$ cat config.mk
export PLATFORM = sky130hd
export DESIGN_NAME = run_length_packer
export DESIGN_NICKNAME = d
export VERILOG_FILES = /design/src/rtl/run_length_packer.sv
export SDC_FILE = /design/constraint.sdc
export NUM_CORES = 1
export LEC_CHECK = 0
export ABC_CLOCK_PERIOD_IN_PS = 2900
export BUFFER_PORTS_ARGS = -buffer_cell sky130_fd_sc_hd__clkbuf_2
export CORE_UTILIZATION = 42
export DETAILED_ROUTE_END_ITERATION = 8
export PLACE_DENSITY = 0.69
export SLEW_MARGIN = 10
export SYNTH_ARGS = -nofsm -noshare
export SYNTH_HDL_FRONTEND = slang
export SYNTH_SLANG_ARGS = --single-unit
export TNS_END_PERCENT = 5
$ cat constraint.sdc
create_clock -name clk -period 2.9 [get_ports clk]
set_input_delay 0.435 -clock clk [delete_from_list [all_inputs] [get_ports clk]]
set_output_delay 0.435 -clock clk [all_outputs]
set_load 0.005 [all_outputs]
$ cat src/rtl/run_length_packer.sv
// Packs runs of identical serial bits into {bit, length} records and buffers
// them in a small FIFO drained over a valid/ready handshake.
module run_length_packer #(
  parameter int LEN_W = 4,
  parameter int DEPTH = 4,
  parameter int PTR_W = 2
) (
  input  logic             clk,
  input  logic             rst_n,
  input  logic             bit_vld,
  input  logic             bit_in,
  input  logic             trans_in,
  input  logic             flush,
  output logic             rec_vld,
  input  logic             rec_rdy,
  output logic             rec_bit,
  output logic [LEN_W-1:0] rec_len,
  output logic [PTR_W:0]   level,
  output logic             ovf
);

  localparam logic [LEN_W-1:0] MAX_LEN = '1;
  localparam logic [LEN_W-1:0] ONE     = LEN_W'(1);
  localparam logic [PTR_W:0]   FULL_LV = (PTR_W + 1)'(DEPTH);

  typedef enum logic {IDLE, RUN} state_e;

  state_e             state_q, state_d;
  logic               cur_bit_q, cur_bit_d;
  logic [LEN_W-1:0]   cnt_q, cnt_d;
  logic               pend_q, pend_d;
  logic               push;
  logic               push_bit;
  logic [LEN_W-1:0]   push_len;

  logic [LEN_W:0]     mem_q [DEPTH];
  logic [PTR_W-1:0]   wr_ptr_q, rd_ptr_q;
  logic [PTR_W:0]     level_q, level_d;
  logic               ovf_q;
  logic               full, pop, wr_en;
  logic [LEN_W:0]     head;

  // NOTE: every signal gets a default before the case so no path leaves one
  // unassigned, which would otherwise infer a latch.
  always_comb begin
    state_d   = state_q;
    cur_bit_d = cur_bit_q;
    cnt_d     = cnt_q;
    pend_d    = pend_q;
    push      = 1'b0;
    push_bit  = cur_bit_q;
    push_len  = cnt_q;
    unique case (state_q)
      IDLE: begin
        if (bit_vld) begin
          cur_bit_d = bit_in;
          cnt_d     = ONE;
          state_d   = RUN;
          pend_d    = flush;
        end else begin
          pend_d    = 1'b0;
        end
      end
      RUN: begin
        if (bit_vld) begin
          // A flush arriving alongside a bit waits until a bit-free cycle.
          pend_d = flush | pend_q;
          if (trans_in) begin
            push      = 1'b1;
            cur_bit_d = bit_in;
            cnt_d     = ONE;
          end else if (cnt_q == MAX_LEN) begin
            push  = 1'b1;
            cnt_d = ONE;
          end else begin
            cnt_d = cnt_q + ONE;
          end
        end else if (flush | pend_q) begin
          push    = 1'b1;
          state_d = IDLE;
          pend_d  = 1'b0;
        end
      end
      default: state_d = IDLE;
    endcase
  end

  assign full    = (level_q == FULL_LV);
  assign rec_vld = (level_q != '0);
  assign pop     = rec_vld & rec_rdy;
  // A pop in the same cycle frees the slot, so a full FIFO still accepts.
  assign wr_en   = push & (~full | pop);

  always_comb begin
    level_d = level_q;
    unique case ({wr_en, pop})
      2'b10:   level_d = level_q + 1'b1;
      2'b01:   level_d = level_q - 1'b1;
      default: level_d = level_q;
    endcase
  end

  // NOTE: sequential state uses non-blocking assignments so every register
  // samples pre-edge values regardless of statement order.
  always_ff @(posedge clk or negedge rst_n) begin
    if (!rst_n) begin
      state_q   <= IDLE;
      cur_bit_q <= 1'b0;
      cnt_q     <= '0;
      pend_q    <= 1'b0;
      wr_ptr_q  <= '0;
      rd_ptr_q  <= '0;
      level_q   <= '0;
      ovf_q     <= 1'b0;
    end else begin
      state_q   <= state_d;
      cur_bit_q <= cur_bit_d;
      cnt_q     <= cnt_d;
      pend_q    <= pend_d;
      level_q   <= level_d;
      if (wr_en) wr_ptr_q <= wr_ptr_q + 1'b1;
      if (pop)   rd_ptr_q <= rd_ptr_q + 1'b1;
      if (push & full & ~pop) ovf_q <= 1'b1;
    end
  end

  // NOTE: storage is left unreset; entries are only observable once written,
  // and the outputs are masked to zero while the FIFO is empty.
  always_ff @(posedge clk) begin
    if (wr_en) mem_q[wr_ptr_q] <= {push_bit, push_len};
  end

  assign head    = mem_q[rd_ptr_q];
  assign rec_bit = rec_vld ? head[LEN_W] : 1'b0;
  assign rec_len = rec_vld ? head[LEN_W-1:0] : '0;
  assign level   = level_q;
  assign ovf     = ovf_q;

endmodule

Word-level counts from Yosys, hierarchy flattened
Memory sizes are Yosys's and may differ from the RTL's. Cells that the tools add are included.

Flip-flop bits (word level): 15. RAM bits: 20. Input port bits: 7. Word-level logic and storage cells: 62. Memories: 1.

Memories: mem_q (depth 4, bits a word 5, rd ports 1, clocked after memory_dff 0, wr ports 1, line 36) `logic [LEN_W:0] mem_q [DEPTH];`.

$add $sub $neg: 5. Equality and inequality tests: 8. Multiplexer cells: 27. Bitwise operators: 9. Reduce and logical (&&, ||, !) cells: 4.

Operators by type and width (count): 2-to-1 mux 4 bit (5); 2-to-1 mux 1 bit (17); case mux 4 bit (2 select lines) (1); inequality test 2 bit, second input constant (3); case mux 1 bit (2 select lines) (3); case mux 3 bit (2 select lines) (1); adder 2 x 1 -> 2 bit, second input constant (2); adder 4 x 1 -> 4 bit, second input constant (1); AND 1 bit (4); equality test 4 bit, second input constant (1); adder 3 x 1 -> 3 bit, second input constant (1); equality test 3 bit, second input constant (1); inequality test 3 x 2 -> 1 bit, second input constant (1); inverter 1 bit (3); AND reduction 3 bit (1); nonzero test 3 bit (1); subtractor 3 x 1 -> 3 bit, second input constant (1); equality test 2 x 1 -> 1 bit, second input constant (1); equality test 2 bit, second input constant (1); OR 1 bit (2); AND reduction 2 bit (1); nonzero test 2 bit (1).

Logic depth before layout (Yosys ltp)
Gate-level depths: netlist of the first run.

Depth after elaboration: 8. Mapped depth: 9.

Worst setup path before layout of the first run
Ideal clock, no wire load.

Kind: register -> register. Start point: reg cnt_q[0]. End point: reg level_q[2], in the netlist level[2]. Arrival time: 2027 ps. Required time: 2820 ps. Setup slack: 793 ps. Cell stages (with the launch flop): 10. Buffers on the path: 0. Clock period less this slack: 2107 ps. Cells stage by stage: dfrtp_1 -> ha_1 -> nand3_1 -> and2_1 -> nor2_1 -> nor2_1 -> fa_1 -> and2_1 -> a22oi_1 -> xnor2_1.

Cells in the longest elaborated chain, start to end: 8.

Ends and longest elaborated chain: start: declaration (line 30) `logic [LEN_W-1:0] cnt_q, cnt_d;`; start signal: assignment (line 118) `cnt_q <= cnt_d;`; equality test 4 bit (*) (line 72) `end else if (cnt_q == MAX_LEN) begin`; 2-to-1 mux 1 bit (*) (line 72); 2-to-1 mux 1 bit (*) (line 68) `if (trans_in) begin`; 2-to-1 mux 1 bit (*) (line 65) `if (bit_vld) begin`; 2-to-1 mux 1 bit (*) (line 53) `unique case (state_q)`; AND 1 bit (*) (line 92) `assign wr_en = push & (~full | pop);`; equality test 2 x 1 -> 1 bit / equality test 2 bit (equally long branches) (line 96) `unique case ({wr_en, pop})`; case mux 3 bit (2 select lines) / nonzero test 2 bit (equally long branches); end signal: assignment (line 120) `level_q <= level_d;`; end: declaration (line 38) `logic [PTR_W:0] level_q, level_d;`.

Mark *: on every way between the ends. The rest lies on a longest branch, timed or not. A chain may end at the register's enable or synchronous reset.

Worst setup path in the final report of the first run
Ends and elaborated chain as after synthesis.

==> results of run 1 <==
-- per-stage QoR --
stage	setup slack [ns]	hold WS (ns)	util [%]
after floorplan	0.793	0.139	-
after global placement	0.708	0.371	47.1
after detailed placement	0.562	0.381	47.1
after CTS	0.521	0.0680	49.4
after global routing	0.288	0.0846	49.4
final	0.541	0.0577	49.4
-- layout by cell type (no fill, tap or decap), types with 2 or more instances in the layout --
cell and instances:
nand3_1 4, clkbuf_2 16, nor3_1 2, ha_1 5, mux2_4 2, a21o_1 3
nand2_1 6, and2_1 2, clkbuf_8 5, edfxtp_1 20, nor2_1 5, dfrtp_1 15
xnor2_1 4, inv_1 4, mux4_2 5, nor2b_1 6, o21ai_0 2, and2_2 4
-- final cells by class --
type / instances / area (um2)
clock inverters: 2 / 8.76
well taps: 48 / 60.1
inverters: 4 / 15.0
flip-flops and latches: 35 / 976
repair buffers: 16 / 80.1
fillers: 329 / 1850
multi-input cells: 66 / 594
clock buffers: 6 / 72.6
-- flip-flops by register name, summed over array words and instances (netlist names) --
signal     flops
cur_bit_q      1
rd_ptr_q       2
cnt_q          4
ovf            1
level          3
mem_q         20
state_q        1
wr_ptr_q       2
pend_q         1
-- worst reg2reg max path, stage by stage, from the launching register on --
cell,delay (ns)
dfrtp_1,0.46
ha_1,0.24
nand3_1,0.22
and2_1,0.25
nor2_1,0.15
nor2_1,0.07
fa_1,0.39
and2_1,0.15
a22oi_1,0.21
xnor2_1,0.14
-- worst max path at each step --
stage	endpoint	slack (ns)	cells after the start
4_1_cts	level[2]	0.52	9
2_1_floorplan	level[2]	0.79	9
6_report	level[2]	0.54	9
3_3_place_gp	level[2]	0.71	9
3_5_place_dp	level[2]	0.56	9
5_1_grt	level[2]	0.29	9
-- per-layer routing --
metal	track usage [%]	vias up	routed length, um
li1	-	435	-
met1	16.7	447	1080
met2	25.7	22	1330
met3	4.89	7	121
met4	7.67	0	53
met5	0	-	0
-- power groups by stage --
stage | Sequential [uW] | Combinational (uW) | Clock (uW)
floorplan | 725 | 371 | 0
global placement | 775 | 460 | 0
detailed placement | 785 | 479 | 0
CTS | 775 | 480 | 342
global route | 793 | 527 | 357
finish | 770 | 467 | 332
-- kinds of logic after synthesis --
| logic type | after synthesis | share of synthesized area (%) |
|---|---|---|
| flip-flops | 35 | 61.0 |
| XOR/XNOR | 5 | 2.74 |
| buffers and inverters | 7 | 1.80 |
| AND/OR/NAND/NOR | 33 | 11.7 |
| multiplexers | 8 | 9.62 |
| AO/OA/AOI/OAI | 14 | 7.98 |
| adder cells (fa/ha/maj) | 6 | 5.16 |
==> reports/qor.csv, run 1 <==
stage,metric,value,unit
outcome,status,"complete, no violations",
timing,finalCriticalPeriod,2.36,ns
power,total_power,1570,uW
worst_setup_path,crit_start,cnt_q[0],
timing,maxSlewHeadroom,49.2,%
yosys,synth_area_leader_cell,edfxtp_1,
worst_setup_path,cp_data_required_time,3.11,ns
clocking,numCtsBuffers,5,
yosys,netlist_top_cells_area,"edfxtp_1 38%, dfrtp_1 23%, mux4_2 7.0%",
finish,final_cell_area,1810,um2
floorplan,fp.dieW,63.7,um
yosys,yosys_warnings,0,
yosys,syn_area,1600,um2
clocking,clock-sinks,35,
flow_run,max-cap-violations,0,
timing,worst_slew_pin_slew,0.756,ns
worst_setup_path,crit_buf_inv,0,
clocking,clk_latency,0.29,ns
finish,drive_gt1_share,30.2,%
grt,grt-ovfl-total,0,
floorplan,num_rows,22,
yosys,syn_nets,121,
floorplan,die_y,63.7,um
floorplan,io_pins,17,
worst_setup_path,cp-end-kind,flip-flop,
yosys,yosys-top-cells-count,"20 x edfxtp_1, 15 x dfrtp_1, 6 x nand2_1, 6 x nor2b_1",
worst_setup_path,critPathLaunchType,flip-flop,
yosys,seq_area_frac_synth,61.0,%
yosys,async_flop_share,42.9,%
floorplan,core_area,3660,um2
timing,hold_viol,0,
place,dpl.hpwl,1.87,mm
clocking,clk_path_buf_depth,2,
yosys,yosysTopAreaCellShare,37.6,%
floorplan,die_area,4060,um2
timing,rsz0062_at_grt,false,
worst_setup_path,r2r_start,cnt_q[0],
power,clkPwrFrac,21.2,%
clocking,clk_pin_slew_worst_paths,0.07,ns
worst_setup_path,reg2reg_depth,9,
route,drtAntennaViolNets,0,
grt,grt_usage,15.1,%
clocking,cts-resized-gates,0,
route,via_per_inst,5.15,
route,drc,0,
yosys,synth_flop_cell,edfxtp_1,
place,portBuffers,16,
worst_setup_path,slowest_stage,dfrtp_1,
worst_setup_path,path_class,flip-flop to flip-flop,
worst_setup_path,cp_slowest_stage_delay,0.46,ns
power,pwr-share-seq,49.1,%
yosys,netlist_instances,108,
power,power.density,869,nW/um2
grt,antenna_found_initial,0,
power,cellLeakagePower,0.000723,uW
worst_setup_path,arrival,2.57,ns
clocking,cts_root_buf,clkbuf_8,
place,placed_cells,169,
clocking,post_cts_buffers,0,
finish,final_nets,141,
grt,grt_pass1_wl,4.37,mm
worst_setup_path,path_max_fanout,8,
worst_setup_path,r2r-end,level[2],
power,p_int,1080,uW
route,wire_per_inst,14.6,um
yosys,yosysUniqueCellTypes,34,
worst_setup_path,path_cells,ha_1 -> nand3_1 -> and2_1 -> nor2_1 -> nor2_1 -> fa_1 -> and2_1 -> a22oi_1 -> xnor2_1,
worst_setup_path,critPathTopFamily,simple AND/OR/NAND/NOR gates,
grt,grt_max_degree,16,
floorplan,start_util,43.7,%
yosys,synth.avg_cell_area,14.8,um2
power,combPwrFrac,29.7,%
route,drt_wl_total,2.59,mm
finish,fin_cells,177,
worst_setup_path,r2r_setup_slack,0.54,ns
place,gp_congestion,0.728,
route,firstDrtPassIters,4,
power,netSwitchingFraction,31.2,%
timing,max_freq,424,MHz
yosys,yosysMostFrequentCell,edfxtp_1,
route,routed-via-count,911,
timing,timing.final.crit_share,81.3,%
yosys,synth_edf_count,20,
finish,diodes,0,
yosys,ys_ff_latch,35,
place,placed_area,1730,um2
clocking,cts_tree,yes,
hold_path,hp-class,primary input to async pin,
finish,area_growth,13.0,%
grt,grt_pass1_vias,950,
power,power.switching,489,uW
timing,setup_tns,0,ns
timing,final.setup_skew,0.00812,ns
clocking,ctsHoldBuffers,0,
timing,final_max_slew_viol_count,0,
route,drt-initial-drc-count,38,
power,ir_drop,0.000293,V
clocking,cts_htree_levels,2,
timing,setup_violations,0,
No activity file was read; power rests on OpenSTA's default activity.
==> run 2, diff against run 1 <==
--- a/config.mk
+++ b/config.mk
@@ -5,7 +5,8 @@
 export SDC_FILE = /design/constraint.sdc
 export NUM_CORES = 1
 export LEC_CHECK = 0
-export ABC_CLOCK_PERIOD_IN_PS = 2900
+export ABC_AREA = 1
+export ABC_CLOCK_PERIOD_IN_PS = 2400
 export BUFFER_PORTS_ARGS = -buffer_cell sky130_fd_sc_hd__clkbuf_2
 export CORE_UTILIZATION = 42
 export DETAILED_ROUTE_END_ITERATION = 8
==> constraint.sdc (replaced) <==
create_clock -name clk -period 2.4 [get_ports clk]
set_input_delay 0.36 -clock clk [delete_from_list [all_inputs] [get_ports clk]]
set_output_delay 0.36 -clock clk [all_outputs]
set_load 0.005 [all_outputs]
==> run 2 against run 1 <==
Setup slack got worse by 0.11 ns. Register-to-register slack worse by 0.11 ns. Area after synthesis increased by 1.6%. Cell count rose by 29%. Wire length is 7.1% higher. Largest cell class unchanged. Largest power group unchanged.
==> reports/qor.csv, run 2 <==
stage,metric,value,unit,change
yosys,netlist_top_cells_area,"edfxtp_1 37%, dfrtp_1 23%, nor2_1 7.2%",,
timing,rsz0062_at_grt,false,,
flow_run,max-cap-violations,0,,unchanged
yosys,synth_flop_cell,edfxtp_1,,
hold_path,hp-class,primary input to flip-flop,,
grt,grt_usage,16.0,%,+0.91 points
finish,layout_common_cells,"31 x nor2_1, 20 x edfxtp_1, 17 x nand2_1, 16 x inv_1, 16 x clkbuf_2",,
clocking,clk_latency,0.29,ns,about the same
clocking,cts-resized-gates,0,,unchanged
yosys,yosysUniqueCellTypes,23,,-32%
yosys,syn_area,1630,um2,+1.6%
finish,area_growth,13.5,%,
clocking,cts_root_buf,clkbuf_8,,
timing,final_max_slew_viol_count,0,,unchanged
clocking,cts_tree,yes,,
yosys,yosys-top-cells-count,"31 x nor2_1, 20 x edfxtp_1, 17 x nand2_1",,
power,cellLeakagePower,0.000815,uW,+13%
yosys,yosysTopAreaCellShare,37.0,%,-0.61 points
finish,final_nets,192,,+36%
grt,grt_max_degree,16,,unchanged
yosys,netlist_instances,158,,+46%
worst_setup_path,cp-end-kind,flip-flop,,
grt,grt_pass1_wl,4.71,mm,+7.9%
yosys,synth_area_leader_cell,edfxtp_1,,
finish,final_common_cell,nor2_1,,
worst_setup_path,cp_data_required_time,2.63,ns,-0.48 ns
clocking,cts_htree_levels,2,,unchanged
timing,setup_violations,0,,unchanged
clocking,numCtsBuffers,5,,unchanged
yosys,seq_area_frac_synth,60.0,%,-0.99 points
place,placed_area,1750,um2,+1.6%
yosys,yosys_warnings,0,,unchanged
worst_setup_path,r2r_start,cnt_q[0],,
route,drt-initial-drc-count,94,,+150%
finish,regArea,976,um2,unchanged
yosys,synth.avg_cell_area,10.3,um2,-31%
route,drt_wl_total,2.77,mm,+7.1%
route,drt-met1-wl,1.30,mm,+20%
timing,setup_tns,0,ns,unchanged
finish,diodes,0,,unchanged
floorplan,die_y,64.2,um,+0.79%
timing,max_freq,507,MHz,+20%
route,drc,0,,unchanged
timing,timing.final.crit_share,82.1,%,+0.79 points
place,gp_congestion,0.840,,+15%
floorplan,io_pins,17,,unchanged
route,wire_per_inst,12.2,um,-17%
clocking,clock-sinks,35,,unchanged
place,dpl.hpwl,2.12,mm,+14%
place,portBuffers,16,,unchanged
grt,grt-ovfl-total,0,,unchanged
route,dr_wl_met2,1.24,mm,-7.3%
grt,grt_pass1_vias,1031,,+8.5%
finish,largest_register_ffs,20,,unchanged
worst_setup_path,arrival,2.21,ns,-0.36 ns
outcome,status,"complete, no violations",,
yosys,synth_edf_count,20,,unchanged
clocking,clk_path_buf_depth,2,,unchanged
worst_setup_path,path_max_fanout,8,,unchanged
floorplan,start_util,44.1,%,+0.39 points
route,drtAntennaViolNets,0,,unchanged
floorplan,die_area,4120,um2,+1.6%
worst_setup_path,path_class,flip-flop to flip-flop,,
clocking,clk_pin_slew_worst_paths,0.06,ns,about the same
timing,final.setup_skew,0.00431,ns,-0.00381 ns
yosys,async_flop_share,42.9,%,unchanged
timing,setup_slack,0.429,ns,-0.112 ns
floorplan,fp.dieW,64.2,um,+0.79%
finish,multiInputGateArea,573,um2,-3.6%
clocking,post_cts_buffers,0,,unchanged
route,top_layer,met4,,
finish,final_util,50.0,%,+0.65 points
hold_path,hp-start,bit_in,,
yosys,yosysMostFrequentCell,nor2_1,,
yosys,ys_ff_latch,35,,unchanged
timing,worst_slew_pin_slew,0.426,ns,-0.330 ns
yosys,syn_nets,171,,+41%
timing,maxSlewHeadroom,71.5,%,+22 points
power,ir_drop,0.000424,V,+45%
place,dp_slack,0.440,ns,-0.122 ns
grt,antenna_found_initial,0,,unchanged
route,wl_met3,125,um,+3.3%
route,via_per_inst,4.82,,-6.3%
finish,nFillCells,356,,+8.2%
worst_setup_path,critPathLaunchType,flip-flop,,
worst_setup_path,crit_start,cnt_q[0],,
timing,hold_viol,0,,unchanged
route,firstDrtPassIters,4,,unchanged
power,power.density,1110,nW/um2,+28%
power,total_power,2050,uW,+31%
route,routed-via-count,1099,,+21%
timing,finalCriticalPeriod,1.97,ns,-0.388 ns
clocking,ctsHoldBuffers,1,,+1
finish,regMostFlops,mem_q,,
floorplan,num_rows,22,,unchanged
floorplan,core_area,3690,um2,+0.75%
finish,drive_gt1_share,20.6,%,-9.7 points
finish,final_cell_area,1840,um2,+2.1%
[run 2: changes by cell type after synthesis, moves of 4 or more]
cell	delta
a21oi_1	+7
and2_2	-4
inv_1	+12
mux4_2	-5
nand2_1	+11
nand2_2	+4
nand3_1	+4
nor2_1	+26
nor2b_1	-6
o21ai_0	+11
xnor2_1	-4
[run 2: metal layers]
metal	track usage, %	vias up
met5	0	-
met4	9.44	0
met3	6.25	10
met2	22.9	22
met1	20.4	510
li1	-	557
[run 2: worst max-delay path, cell delays in order (launching register included)]
cell and delay (ns):
dfrtp_1 0.48, ha_1 0.25, nand3_1 0.10, nand2_2 0.11
nand2_2 0.09, nand2_4 0.09, inv_1 0.05, fa_1 0.41
inv_1 0.09, nand3_1 0.07, nand3_1 0.08, nand2_1 0.05
inv_1 0.04
[run 2: final timing paths]
check / endpoint / slack, ns / cells after the start
max in group asynchronous: wr_ptr_q[0] / 1.62 / 2
min in group asynchronous: pend_q / 0.51 / 2
hold reg to reg: ovf / 0.47 / 1
setup / recovery: level[2] / 0.43 / 12
setup reg to reg: level[2] / 0.43 / 12
hold / removal: cur_bit_q / 0.30 / 2
[run 2: cell families (layout without fill, tap and decap cells)]
logic type	after synthesis	count (layout)	share of synthesized area (%)
flops	35	35	60.0
buf+inv	20	42	4.70
xor+xnor	4	4	2.16
mux	1	1	0.693
simple gates	69	69	19.9
compound gates	23	23	7.47
fa+ha+maj	6	6	5.08
[run 2: power by group]
group	switching, uW	leakage [uW]	internal (uW)
logic	415	0.000410	287
clock network	193	0.0000422	203
registers	148	0.000362	806
total	756	0.000815	1300
[run 2: through the flow]
stage,hold slack [ns],instances
3_3_place_gp,0.292,219
6_report,0.305,228
4_1_cts,0.302,228
3_5_place_dp,0.297,219
5_1_grt,0.309,228
2_1_floorplan,0.0644,158
[run 2: layout make-up]
cell class                 count  share of cell area, %
clock buffer                   7                   4.14
clock inverter                 1                  0.271
tap                           48                   3.26
inverter                      17                   3.46
multi-input combinational    103                   31.1
timing repair buffer          17                   4.88
sequential                    35                   52.9
